## config.mk

```make
export PLATFORM = sky130hd
export DESIGN_NAME = gbn_receiver
export DESIGN_NICKNAME = d
export VERILOG_FILES = /design/src/rtl/gbn_receiver.sv
export SDC_FILE = /design/constraint.sdc
export NUM_CORES = 1
export LEC_CHECK = 0
export ABC_AREA = 0
export CORE_MARGIN = 3
export CORE_UTILIZATION = 45
export DETAILED_ROUTE_END_ITERATION = 8
export GPL_ROUTABILITY_DRIVEN = 0
export PLACE_DENSITY = 0.86
export REMOVE_ABC_BUFFERS = 1
export SLEW_MARGIN = 10
export SYNTH_ARGS = -nofsm -noshare
export SYNTH_HDL_FRONTEND = slang
export SYNTH_SLANG_ARGS = --single-unit
```

## constraint.sdc

```tcl
create_clock -name clk -period 4 [get_ports clk]
set_input_delay 1 -clock clk [delete_from_list [all_inputs] [get_ports clk]]
set_output_delay 1 -clock clk [all_outputs]
set_load 0.01 [all_outputs]
```

## src/rtl/gbn_receiver.sv

```systemverilog
// Go-back-n receive endpoint: in-order accept, cumulative/duplicate ACK requests; 1-cycle latency, no backpressure.
// Optional drop counter enabled by defining GBN_RX_DROPCOUNT_EN (otherwise dropcount is tied to zero).
module gbn_receiver #(
  parameter int DATA_W = 16,
  parameter int ADDR_W = 10
) (
  input  logic              clk,
  input  logic              reset,
  input  logic              rearm,
  input  logic              readyin,
  input  logic [31:0]       SEQin,
  input  logic [8:0]        flagsin,
  input  logic [DATA_W-1:0] datain,
  output logic              ackreq,
  output logic [31:0]       ACKout,
  output logic [31:0]       peerISN,
  output logic              FINreceived,
  output logic              wr_en,
  output logic [ADDR_W-1:0] wr_addr,
  output logic [DATA_W-1:0] wr_data,
  output logic [31:0]       rxcount,
  output logic [15:0]       dropcount,
  output logic [1:0]        statedisplay
);

  typedef enum logic [1:0] {
    S_LISTEN  = 2'd0,
    S_SYNRCVD = 2'd1,
    S_ESTAB   = 2'd2,
    S_CLOSED  = 2'd3
  } state_t;

  state_t            r_state;
  logic              r_ackreq;
  logic [31:0]       r_ack;
  logic [31:0]       r_peer_isn;
  logic              r_fin;
  logic              r_wr_en;
  logic [ADDR_W-1:0] r_wr_addr;
  logic [DATA_W-1:0] r_wr_data;
  logic [31:0]       r_rxcount;

  logic        w_syn;
  logic        w_fin;
  logic        w_in_order;
  logic [31:0] w_offset;
  logic        w_unused;

  assign w_syn      = flagsin[1];
  assign w_fin      = flagsin[0];
  assign w_in_order = (SEQin == r_ack);
  // Buffer slot is the payload index relative to the first data sequence number.
  assign w_offset   = SEQin - r_peer_isn - 32'd1;
  assign w_unused   = ^{flagsin[8:5], flagsin[3:2], w_offset[31:ADDR_W]};

  always_ff @(posedge clk) begin
    if (reset) begin
      r_state    <= S_LISTEN;
      r_ackreq   <= 1'b0;
      r_ack      <= 32'd0;
      r_peer_isn <= 32'd0;
      r_fin      <= 1'b0;
      r_wr_en    <= 1'b0;
      r_wr_addr  <= '0;
      r_wr_data  <= '0;
      r_rxcount  <= 32'd0;
    end else begin
      r_ackreq <= 1'b0;
      r_wr_en  <= 1'b0;
      if (rearm && r_state == S_CLOSED) begin
        r_state    <= S_LISTEN;
        r_ack      <= 32'd0;
        r_peer_isn <= 32'd0;
        r_fin      <= 1'b0;
        r_rxcount  <= 32'd0;
      end else if (readyin) begin
        case (r_state)
          S_LISTEN: begin
            if (w_syn) begin
              r_peer_isn <= SEQin;
              r_ack      <= SEQin + 32'd1;
              r_ackreq   <= 1'b1;
              r_state    <= S_SYNRCVD;
            end
          end
          S_SYNRCVD, S_ESTAB: begin
            if (w_syn) begin
              r_ackreq <= 1'b1;
            end else if (w_in_order && !w_fin) begin
              r_wr_en   <= 1'b1;
              r_wr_addr <= w_offset[ADDR_W-1:0];
              r_wr_data <= datain;
              r_ack     <= r_ack + 32'd1;
              r_rxcount <= r_rxcount + 32'd1;
              r_ackreq  <= 1'b1;
              r_state   <= S_ESTAB;
            end else if (w_in_order) begin
              r_ack    <= r_ack + 32'd1;
              r_fin    <= 1'b1;
              r_ackreq <= 1'b1;
              r_state  <= S_CLOSED;
            end else begin
              // Duplicate ACK of the unchanged expected number triggers the sender's resend.
              r_ackreq <= 1'b1;
            end
          end
          S_CLOSED: begin
            if (w_fin && SEQin == r_ack - 32'd1) begin
              r_ackreq <= 1'b1;
            end
          end
          default: r_state <= S_LISTEN;
        endcase
      end
    end
  end

`ifdef GBN_RX_DROPCOUNT_EN
  logic [15:0] r_dropcount;

  always_ff @(posedge clk) begin
    if (reset) begin
      r_dropcount <= 16'd0;
    end else if (rearm && r_state == S_CLOSED) begin
      r_dropcount <= 16'd0;
    end else if (readyin && (r_state == S_SYNRCVD || r_state == S_ESTAB)
                 && !w_syn && !w_in_order && r_dropcount != 16'hFFFF) begin
      r_dropcount <= r_dropcount + 16'd1;
    end
  end

  assign dropcount = r_dropcount;
`else
  assign dropcount = 16'd0;
`endif

  assign ackreq       = r_ackreq;
  assign ACKout       = r_ack;
  assign peerISN      = r_peer_isn;
  assign FINreceived  = r_fin;
  assign wr_en        = r_wr_en;
  assign wr_addr      = r_wr_addr;
  assign wr_data      = r_wr_data;
  assign rxcount      = r_rxcount;
  assign statedisplay = r_state;

endmodule

```

==> results.txt <==
----------------------------------------------------
[Status]
  Status ... finished, final reports clean

[Finish]
  Post-route insts no fill ... 1486
  Layout net count ... 1324
  Count of inserted antenna diode cells ... 0
  Layout cells sized above 1 ... 0.0983
  Final design instance area without fill ... 0.0109 mm2
  Post-synthesis to final-layout area growth ... 36.2%

[Pwr]
  Net switching power figure ... 0.00116 W
  Max IR drop VDD ... 297 uV
  Share of total power consumed by net switching ... 0.304
  Internal power ... 0.00265 W
  Power share of the combinational group ... 0.227
  Power per unit of standard cell area ... 350 mW/mm2
  Power after layout ... 0.00381 W
  Seq pwr share ... 0.359
  Clock share of power ... 0.414
  Static power due to leakage ... 3.77 nW

[Logic synthesis]
  Arithmetic-cell share of the synthesized area counting full adders, half adders and majority gates ... 0.0244
  Fraction of synthesized cell area in xor and xnor cells ... 0.121
  Cell variety after synth ... 70
  Combinational family with the most area after synthesis ... simple AND/OR/NAND/NOR gates
  Synth Area per Inst ... 7.58 um2
  Post-Synth Simple-Gate Area ... 0.282
  Fraction of synthesized area in multiplexers ... 0.0232
  Post-synth ARST share ... 0
  Number of instances in the synthesized netlist ... 1055
  Primary FF master, synth ... sky130_fd_sc_hd__dfxtp_1
  Synthesized cell area ... 0.00799 mm2
  Count of warnings emitted by yosys ... 0
  Yosys reg bits ... 127
  EDFF count, synth ... 0
  Synth Area in Compound Gates ... 0.165
  Part of the Yosys area used for sequential elements ... 0.318

[Place]
  Placed cell count ... 1453
  Count of buffers inserted at the top-level ports ... 180
  Cell Area, Placed ... 0.0103 mm2
  HPWL Detailed ... 18000 um

[Detailed routing]
  Number of vias after detailed routing ... 8440
  Antenna violation net count after detailed routing ... 0
  Overall routed net length ... 24900 um
  Detailed-route vias per instance ... 5.68
  DR pass1 iterations ... 5
  Iteration-0 DRC Markers ... 687
  Routed WL per cell ... 16.8 um
  Number of remaining DRC errors ... 0

[Floorplanning]
  DIE WIDTH ... 139 um
  Die height ... 139 um
  Placeable core area ... 0.0174 mm2
  IO Count ... 204
  Area enclosed by the die boundary ... 0.0194 mm2
  Starting utilization of the core area ... 0.460
  Core Rows ... 48

[Critical path]
  Crit Path Class ... reg2reg
  R2r endpoint ... ackreq
  Crit Reg-Reg Startpoint ... ACKout[1]
  CP max FO ... 8
  Depth of the most critical reg-to-reg path ... 10
  Arrival time at the worst endpoint ... 3.93 ns
  Largest stage delay on the critical path ... 0.62 ns
  Register-to-register path setup slack ... 0.43 ns
  Crit-path slowest cell ... sky130_fd_sc_hd__or4b_1
  Startpoint types ... register
  Critical Path, Cell by Cell ... inv_1, ha_1, or4b_1, nor4b_4, nand3_1, xor2_1, a2111oi_2, nand4_1, o41ai_1, o2111a_1
  Worst endpoint required time ... 4.36 ns
  Critical path endpoint category ... register

[CTS]
  CTS max path bufs ... 2
  Number of buffers created by CTS ... 17
  CTS-repair resized insts ... 0
  Sinks on Clock Net ... 127
  Number of levels the H-tree was split into ... 4
  Cts hold-fix bufs ... 0
  Post-CTS clock slew at the launch and capture registers of the worst setup and hold paths ... 0.06 ns
  CTS Root Buffer Type ... sky130_fd_sc_hd__clkbuf_16
  CTS tree ... yes
  Post-CTS Setup Inserts ... 0
  Insertion delay of the later-clocked pin in the worst-skew pair ... 0.43 ns

[Min path]
  Terminating pin of the worst hold path ... wr_addr[6]
  Worst hold path depth ... 2
  Worst hold start ... wr_addr[6]
  Worst min-delay path class ... reg2reg

[Global routing]
  Sum of overflow across all layers after global routing ... 0
  Antenna violations before repair ... 0
  Vias in the first global route ... 7977
  Maximum number of pins on one net before global-route repair ... 51
  Global-route total usage across every layer ... 0.249
  Global-route wire length before repair ... 40200 um

[STA]
  Endpoints failing hold ... 0
  Worst Clk Skew ... 0.0156 ns
  Setup repair after global routing missed its margin ... no
  Transition time at the pin with the least slew margin ... 0.698 ns
  Slew Limit Fails ... 0
  Achievable Freq ... 0.280 GHz
  Period utilization ... 0.891
  Remaining max-slew budget at the tightest pin ... 0.535
  Minimum period implied by the final worst setup slack ... 3.57 ns
  Aggregate negative setup slack ... 0 ns
  Number of endpoints failing setup at the final stage ... 0

[Flow run]
  Max Cap Violations ... 0

----------------------------------------------------
==> Yosys cell counts, drive strengths merged, types with 16 or more instances <==
| cell type | instances | area share |
|---|---|---|
| o21ai | 38 | 0.024 |
| nand4 | 27 | 0.021 |
| nor3 | 36 | 0.023 |
| nor2 | 52 | 0.024 |
| or3 | 17 | 0.015 |
| xnor2 | 75 | 0.082 |
| nor2b | 18 | 0.014 |
| buf | 32 | 0.026 |
| a21oi | 111 | 0.070 |
| nand3 | 33 | 0.021 |
| clkbuf | 61 | 0.029 |
| dfxtp | 127 | 0.32 |
| xor2 | 35 | 0.038 |
| nand2 | 178 | 0.084 |
| inv | 25 | 0.012 |
| nor4 | 16 | 0.016 |
==> power by group through the flow <==
| stage | combinational [W] | sequential [W] | clock, W |
|---|---|---|---|
| after CTS | 0.000849 | 0.00137 | 0.00160 |
| after detailed placement | 0.000839 | 0.00139 | 0 |
| after global routing | 0.000933 | 0.00138 | 0.00165 |
| final | 0.000864 | 0.00137 | 0.00158 |
| after global placement | 0.000821 | 0.00139 | 0 |
| after floorplan | 0.000482 | 0.00140 | 0 |
==> per-stage QoR <==
step / hold slack [ns] / util / setup slack (ns)
3_5_place_dp: 0.444 / 0.591 / 0.111
4_1_cts: 0.451 / 0.625 / 0.499
3_3_place_gp: 0.437 / 0.591 / 0.204
5_1_grt: 0.467 / 0.627 / 0.162
2_1_floorplan: 0.470 / - / -1.24
6_report: 0.449 / 0.627 / 0.434
==> routing by layer <==
metal  vias up  routed length [um]  track usage
met4         0                 703       0.0989
met5         -                   0            0
met2       416               12000        0.419
li1       4029                   -            -
met3        54                1960       0.0505
met1      3941               10200        0.313
==> layout by cell type (no fill, tap or decap), types with 18 or more instances in the layout <==
master	Yosys	routed
sky130_fd_sc_hd__a21oi_1	111	109
sky130_fd_sc_hd__buf_4	16	70
sky130_fd_sc_hd__clkdlybuf4s50_1	0	180
sky130_fd_sc_hd__dfxtp_1	127	127
sky130_fd_sc_hd__inv_1	25	25
sky130_fd_sc_hd__nand2_1	178	177
sky130_fd_sc_hd__nand3_1	32	32
sky130_fd_sc_hd__nand4_1	27	27
sky130_fd_sc_hd__nor2_1	52	52
sky130_fd_sc_hd__nor2b_1	18	18
sky130_fd_sc_hd__nor3_1	36	36
sky130_fd_sc_hd__o21ai_0	22	22
sky130_fd_sc_hd__xnor2_1	75	75
sky130_fd_sc_hd__xor2_1	35	35
==> area by class of cell <==
type                            count  area [um2]
Fill cell                        1507        6470
Inverter                           25        93.8
Clock buffer                       18         439
Sequential cell                   127        2540
Multi-Input combinational cell    825        5000
Clock inverter                     14         154
Timing Repair Buffer              252        2370
Tap cell                          225         282
==> worst max-delay path: cells and delay by family, from the launching register on <==
kind	cells	cell delay (ns)
DFF	1	0.38
adders and majority gates	1	0.29
and+or+nand+nor	4	1.48
AOI/OAI and AO/OA	3	1.07
xor gates and xnor gates	1	0.20
buffers and inverters	1	0.08
==> state kept, by name, indices dropped and copies added (netlist names) <==
register      cells
ACKout           32
ackreq            1
FINreceived       1
wr_data          16
wr_addr          10
wr_en             1
peerISN          32
rxcount          32
statedisplay      2
==> worst max path at each step <==
stage                                from         end  cells past startpoint
final                           ACKout[1]      ackreq                     10
after global routing            ACKout[1]      ackreq                     10
after CTS                       ACKout[1]      ackreq                     10
after detailed placement        SEQin[22]  ACKout[16]                     10
after global placement          SEQin[22]  ACKout[16]                     10
after floorplan           statedisplay[0]   ACKout[2]                      7
==> cells by family (layout without fill, tap and decap cells) <==
family	after synthesis	count (layout)
XOR/XNOR	110	110
other	1	16
AND/OR/NAND/NOR	446	446
buffers and inverters	118	309
flip-flops	127	127
adder cells (fa/ha/maj)	15	15
multiplexers	18	18
AO/OA/AOI/OAI	220	220
Power figures use the tool's default switching activity.
